`config.mk`:
```
export PLATFORM = sky130hd
export DESIGN_NAME = counter_bank
export DESIGN_NICKNAME = d
export VERILOG_FILES = /design/src/rtl/counter_bank_pkg.sv /design/src/rtl/counter_bank_ch.sv /design/src/rtl/counter_bank.sv
export SDC_FILE = /design/constraint.sdc
export NUM_CORES = 1
export LEC_CHECK = 0
export BUFFER_PORTS_ARGS = -buffer_cell sky130_fd_sc_hd__buf_2
export CORE_MARGIN = 1
export CORE_UTILIZATION = 62
export CTS_CLUSTER_DIAMETER = 120
export DETAILED_ROUTE_END_ITERATION = 8
export MAX_ROUTING_LAYER = met4
export PLACE_DENSITY = 0.86
export SYNTH_ARGS = -nofsm -noshare
export SYNTH_HDL_FRONTEND = slang
export SYNTH_SLANG_ARGS = --single-unit
```
`constraint.sdc`:
```
create_clock -name clk -period 3.3 [get_ports clk]
set_clock_uncertainty 0.1 [all_clocks]
set_input_delay 0.99 -clock clk [delete_from_list [all_inputs] [get_ports clk]]
set_output_delay 0.99 -clock clk [all_outputs]
set_load 0.05 [all_outputs]
```
`src/rtl/counter_bank_pkg.sv`:
```
// counter_bank_pkg: shared constants for the counter bank.
//   Channel modes, channel FSM state encoding, config address map and
//   the bit layout of the CTRL register ({mode[1:0], dir, en}).
package counter_bank_pkg;

  localparam logic [1:0] MODE_WRAP    = 2'd0;
  localparam logic [1:0] MODE_SAT     = 2'd1;
  localparam logic [1:0] MODE_ONESHOT = 2'd2;

  typedef enum logic [1:0] {
    ST_IDLE = 2'd0,
    ST_RUN  = 2'd1,
    ST_DONE = 2'd2
  } ch_state_e;

  localparam logic [1:0] A_CTRL   = 2'd0;
  localparam logic [1:0] A_RELOAD = 2'd1;
  localparam logic [1:0] A_CMP    = 2'd2;
  localparam logic [1:0] A_PRESC  = 2'd3;

  localparam int CTRL_EN      = 0;
  localparam int CTRL_DIR     = 1;
  localparam int CTRL_MODE_LO = 2;

endpackage

```
`src/rtl/counter_bank_ch.sv`:
```
// counter_bank_ch: one counter channel of the bank.
//   Holds its own CTRL/RELOAD/CMP registers, the IDLE/RUN/DONE FSM and the
//   count, and produces registered tc/match (and optionally pwm) pulses.
// Ports:
//   clk, rst          clock, async active-high reset
//   tick_i            shared prescaler tick
//   wr_ctrl_i         CTRL write addressed to this channel
//   wr_reload_i       RELOAD write addressed to this channel
//   wr_cmp_i          CMP write addressed to this channel
//   wdata_i           config write data
//   count_o           current count
//   busy_o            channel in RUN
//   tc_o, match_o     one-clock terminal-count / compare-match pulses
//   pwm_o             busy && count < CMP, registered (COUNTER_BANK_PWM_EN only)
// Build option: COUNTER_BANK_PWM_EN enables the PWM compare; otherwise pwm_o = 0.
import counter_bank_pkg::*;

module counter_bank_ch #(
  parameter int WIDTH = 8
) (
  input  logic             clk,
  input  logic             rst,
  input  logic             tick_i,
  input  logic             wr_ctrl_i,
  input  logic             wr_reload_i,
  input  logic             wr_cmp_i,
  input  logic [WIDTH-1:0] wdata_i,
  output logic [WIDTH-1:0] count_o,
  output logic             busy_o,
  output logic             tc_o,
  output logic             match_o,
  output logic             pwm_o
);

  ch_state_e        state_q, state_d;
  logic [WIDTH-1:0] count_q, count_d;
  logic [WIDTH-1:0] reload_q, reload_d;
  logic [WIDTH-1:0] cmp_q, cmp_d;
  logic [3:0]       ctrl_q, ctrl_d;
  logic             tc_q, tc_d;
  logic             match_q, match_d;

  logic             up;
  logic [1:0]       mode;
  logic [WIDTH-1:0] start_val, term_val;
  logic             at_term, wr_any;

  assign up        = ~ctrl_q[CTRL_DIR];
  assign mode      = ctrl_q[CTRL_MODE_LO +: 2];
  assign start_val = up ? '0 : reload_q;
  assign term_val  = up ? reload_q : '0;
  // Up counting treats count >= RELOAD as terminal, so lowering RELOAD
  // below the running count still keeps the count bounded.
  assign at_term   = up ? (count_q >= reload_q) : (count_q == '0);
  assign wr_any    = wr_ctrl_i | wr_reload_i | wr_cmp_i;

  always_comb begin
    state_d  = state_q;
    count_d  = count_q;
    reload_d = reload_q;
    cmp_d    = cmp_q;
    ctrl_d   = ctrl_q;
    tc_d     = 1'b0;
    match_d  = 1'b0;

    if (wr_reload_i) reload_d = wdata_i;
    if (wr_cmp_i)    cmp_d    = wdata_i;

    if (wr_ctrl_i) begin
      ctrl_d = wdata_i[3:0];
      if (wdata_i[CTRL_EN]) begin
        state_d = ST_RUN;
        count_d = wdata_i[CTRL_DIR] ? reload_q : '0;
        // Start value equals terminal value only when RELOAD is zero.
        tc_d    = (reload_q == '0);
        match_d = (count_d == cmp_q);
      end else begin
        state_d = ST_IDLE;
      end
    end else if (tick_i && !wr_any && state_q == ST_RUN && ctrl_q[CTRL_EN]) begin
      if (at_term) begin
        case (mode)
          MODE_SAT: count_d = term_val;
          MODE_ONESHOT: begin
            state_d         = ST_DONE;
            ctrl_d[CTRL_EN] = 1'b0;
          end
          default: begin
            count_d = start_val;
            tc_d    = (start_val == term_val);
          end
        endcase
      end else begin
        count_d = up ? count_q + 1'b1 : count_q - 1'b1;
        tc_d    = (count_d == term_val);
      end
      match_d = (count_d == cmp_q) && (count_d != count_q);
    end
  end

  always_ff @(posedge clk or posedge rst) begin
    if (rst) begin
      state_q  <= ST_IDLE;
      count_q  <= '0;
      reload_q <= '0;
      cmp_q    <= '0;
      ctrl_q   <= '0;
      tc_q     <= 1'b0;
      match_q  <= 1'b0;
    end else begin
      state_q  <= state_d;
      count_q  <= count_d;
      reload_q <= reload_d;
      cmp_q    <= cmp_d;
      ctrl_q   <= ctrl_d;
      tc_q     <= tc_d;
      match_q  <= match_d;
    end
  end

`ifdef COUNTER_BANK_PWM_EN
  logic pwm_q;

  always_ff @(posedge clk or posedge rst) begin
    if (rst) pwm_q <= 1'b0;
    else     pwm_q <= (state_d == ST_RUN) && (count_d < cmp_d);
  end

  assign pwm_o = pwm_q;
`else
  assign pwm_o = 1'b0;
`endif

  assign count_o = count_q;
  assign busy_o  = (state_q == ST_RUN);
  assign tc_o    = tc_q;
  assign match_o = match_q;

endmodule

```
`src/rtl/counter_bank.sv`:
```
// counter_bank: NCH independent WIDTH-bit counters sharing one prescaler.
//   The top holds the prescaler and the config address decode; each channel
//   is a counter_bank_ch instance.
// Ports:
//   clk, rst                      clock, async active-high reset
//   cfg_we, cfg_ch, cfg_addr      config write strobe, channel, address
//   cfg_wdata                     config write data (CTRL uses [3:0])
//   count_o                       channel counts, ch i at [i*WIDTH +: WIDTH]
//   busy_o, tc_o, match_o, pwm_o  per-channel status/pulse outputs
// Build option: COUNTER_BANK_PWM_EN enables the per-channel PWM outputs.
import counter_bank_pkg::*;

module counter_bank #(
  parameter  int WIDTH = 8,
  parameter  int NCH   = 2,
  localparam int CHW   = (NCH > 1) ? $clog2(NCH) : 1
) (
  input  logic                 clk,
  input  logic                 rst,
  input  logic                 cfg_we,
  input  logic [CHW-1:0]       cfg_ch,
  input  logic [1:0]           cfg_addr,
  input  logic [WIDTH-1:0]     cfg_wdata,
  output logic [NCH*WIDTH-1:0] count_o,
  output logic [NCH-1:0]       busy_o,
  output logic [NCH-1:0]       tc_o,
  output logic [NCH-1:0]       match_o,
  output logic [NCH-1:0]       pwm_o
);

  logic [WIDTH-1:0] psc_q, presc_q;
  logic             presc_wr, tick;

  assign presc_wr = cfg_we && (cfg_addr == A_PRESC);
  // A PRESC write restarts the prescaler phase, so it never ticks that cycle.
  assign tick     = (psc_q == presc_q) && !presc_wr;

  always_ff @(posedge clk or posedge rst) begin
    if (rst) begin
      psc_q   <= '0;
      presc_q <= '0;
    end else if (presc_wr) begin
      psc_q   <= '0;
      presc_q <= cfg_wdata;
    end else if (psc_q == presc_q) begin
      psc_q   <= '0;
    end else begin
      psc_q   <= psc_q + 1'b1;
    end
  end

  for (genvar g = 0; g < NCH; g++) begin : g_ch
    logic sel;
    assign sel = cfg_we && (cfg_ch == CHW'(g)) && (cfg_addr != A_PRESC);

    counter_bank_ch #(.WIDTH(WIDTH)) u_ch (
      .clk         (clk),
      .rst         (rst),
      .tick_i      (tick),
      .wr_ctrl_i   (sel && (cfg_addr == A_CTRL)),
      .wr_reload_i (sel && (cfg_addr == A_RELOAD)),
      .wr_cmp_i    (sel && (cfg_addr == A_CMP)),
      .wdata_i     (cfg_wdata),
      .count_o     (count_o[g*WIDTH +: WIDTH]),
      .busy_o      (busy_o[g]),
      .tc_o        (tc_o[g]),
      .match_o     (match_o[g]),
      .pwm_o       (pwm_o[g])
    );
  end

endmodule

```
==> impl_metrics.ini <==
[sta]
fmax_ghz = 0.3178
fin_crit_sh_pct = 95.35
tightestPinTransition_ps = 575.5
setup_tns_ps = 0
finalSetupViolCount = 0
rsz0062_at_grt = no
fin_crit_ps = 3147
drv_slew = 0
finalWorstSetupSlack_ps = 153.5
maxSlewHeadroom_pct = 61.63
hold_viol = 0

[route]
drtAntennaViolNets = 0
drtIter0Drc = 625
vias = 5697
wl_per_cell_um = 20.05
first_pass_iters = 5
drc_errors = 0
totalWireLength_um = 17640
via_per_inst = 6.474

[critical_path]
critPathArrivalTime_ps = 3340
crit_fanout = 9
endpoint_kind = flop
critPathRequiredTime_ps = 3490
path_class = flop to flop
startpoint_type = flop

[pwr]
leakage_nw = 2.900
p_sw_mw = 3.460
internal_power_mw = 3.271
powerDensity_mw_per_mm2 = 1007
swShare_pct = 51.41
vdd_drop_max_mv = 0.4525
clkPwrFrac_pct = 11.2
p_comb_share_pct = 65.2
seq_power_share_pct = 23.7

[clock_network]
cts-resized-gates = 0
cts.path.max_buffers = 2
cts_sinks = 78
clock_latency_ps = 360
numCtsBuffers = 9
cts_setup_buffers = 0
hold_buffers = 0
cts_root_buffer = clkbuf_8
cts.clk_slew.worst_paths_ps = 80
h-tree-depth = 3
tritoncts = done

[placement]
place.gp.congestion = 1.038
numPortBuffers = 35
place_ws_ps = 264.0
place_hpwl_um = 13160

[min_path]
min_path_type = flop to flop

[synthesis]
synth_area_leaders = dfrtp_1 (32%), mux2_2 (7.4%), ha_1 (6.8%)
ys_types = 61
ys_ff_latch = 78
netlist.top_cell.by_area = dfrtp_1
yosysWarnings = 0
synth_edf_count = 0
netlist_instances = 718
synth_area_mm2 = 0.006100
netlist_top_cells_count = dfrtp_1 (78), nor2_1 (65), nand2_1 (59)
synthArstFlopShare_pct = 100.0
netlist.area_leader.share_pct = 32.00
yosysSeqAreaShare_pct = 32.00
yosysMostFrequentCell = dfrtp_1
synth_top_flop_cell = dfrtp_1
syn_avg_cell_area_um2 = 8.495

[global_routing]
grt_pass1_wl_um = 28240
grt.total_usage_pct = 37.61
overflow = 0
grt_antenna_before_repair = 0
first_global_vias = 5382
grt_start_max_net_pins = 52

[layout]
drive_above_1_share_pct = 18.11
antenna_cells = 0
area_delta_synth_final_pct = 9.559
nets = 795

[run_status]
outcome = complete, no violations

[floorplan]
die_w_um = 101.2
initial_core_util_pct = 65.09
num_io_pins = 38
die_y_um = 101.2
core_mm2 = 0.009371
die_area_mm2 = 0.01024
rows = 35

[job]
maxCapViolations = 0
[layout make-up]
cell class,instances,area [um2]
Multi-Input combinational cell,552,3785
Fill cell,771,2689
Sequential cell,78,1952
Timing Repair Buffer,71,457.9
Tap cell,129,161.4
Inverter,34,128.9
Clock buffer,10,127.6
Clock inverter,6,70.07
[metal layers]
layer | share of wire, % | global-route usage (%)
met5 | 0 | -
met4 | 1.7 | 9.030
met3 | 11 | 9.110
met2 | 44 | 54.74
met1 | 44 | 52.88
[path summary, 6_finish.rpt]
kind                                               start                 endpoint  slack, ps  cells after the start
min in group asynchronous                            rst               presc_q[7]        550                      2
worst max register to register  g_ch[1].u_ch.reload_q[4]     g_ch[1].u_ch.match_o        150                     11
worst max-delay path            g_ch[1].u_ch.reload_q[4]     g_ch[1].u_ch.match_o        150                     11
worst min-delay path             g_ch[0].u_ch.state_q[1]  g_ch[0].u_ch.state_q[1]        410                      2
worst min register to register   g_ch[0].u_ch.state_q[1]  g_ch[0].u_ch.state_q[1]        410                      2
max in group asynchronous                            rst  g_ch[1].u_ch.count_o[3]       1920                      3
[cells in the final DEF, fill, tap and decap left out, drive strengths merged, types with 11 or more instances in the layout]
cell / instances
nor3: 12
a21oi: 33
mux2: 40
dfrtp: 78
buf: 71
xnor2: 41
inv: 35
a22oi: 19
xor2: 26
nor2: 65
nand3: 32
nor4: 11
nand2: 59
o21ai: 59
ha: 33
[state kept, by name, summed over array words and instances (netlist names)]
register,cells
g_ch.u_ch.cmp_q,16
presc_q,8
psc_q,8
g_ch.u_ch.ctrl_q,7
g_ch.u_ch.match_o,2
g_ch.u_ch.reload_q,16
g_ch.u_ch.count_o,16
g_ch.u_ch.state_q,3
g_ch.u_ch.tc_o,2
[worst max-delay path, cell delays in order (launching register included)]
cell,delay [ps]
dfrtp_1,580
inv_1,200
ha_1,340
and2_1,120
o21ai_0,70
o21a_1,120
a21oi_1,230
mux2_2,390
xor2_1,230
o2111ai_1,160
nor4_1,360
o22a_1,190
[power by group through the flow]
stage,sequential [mW],clock (mW),combinational [mW]
global route,1.63,0.791,4.75
CTS,1.58,0.757,4.29
global placement,1.58,0,4.20
floorplan,1.81,0,2.95
detailed placement,1.59,0,4.26
finish,1.59,0.752,4.39
[through the flow]
| step | util, % | power, mW | cells | hold WS [ps] | area [um2] |
|---|---|---|---|---|---|
| after floorplan | - | 4.762 | 719 | 366.8 | 6103 |
| after global placement | 69.20 | 5.774 | 864 | 381.5 | 6485 |
| after detailed placement | 69.20 | 5.850 | 864 | 400.4 | 6485 |
| after CTS | 71.31 | 6.624 | 880 | 417.8 | 6683 |
| after global routing | 71.31 | 7.172 | 880 | 436.2 | 6683 |
| final | 71.31 | 6.731 | 880 | 413.0 | 6683 |
[cells by family (layout without fill, tap and decap cells)]
kind of cell    Yosys count  in the layout  share of synthesized area (%)
compound gates          186            186                          19.90
xor+xnor                 67             67                          9.620
fa+ha+maj                35             35                          7.426
buf+inv                  89            121                          6.174
flops                    78             78                          32.00
mux                      45             45                          8.267
other cells               1              2                        0.06148
simple gates            217            217                          16.55
(Power assumes the default switching activity.)
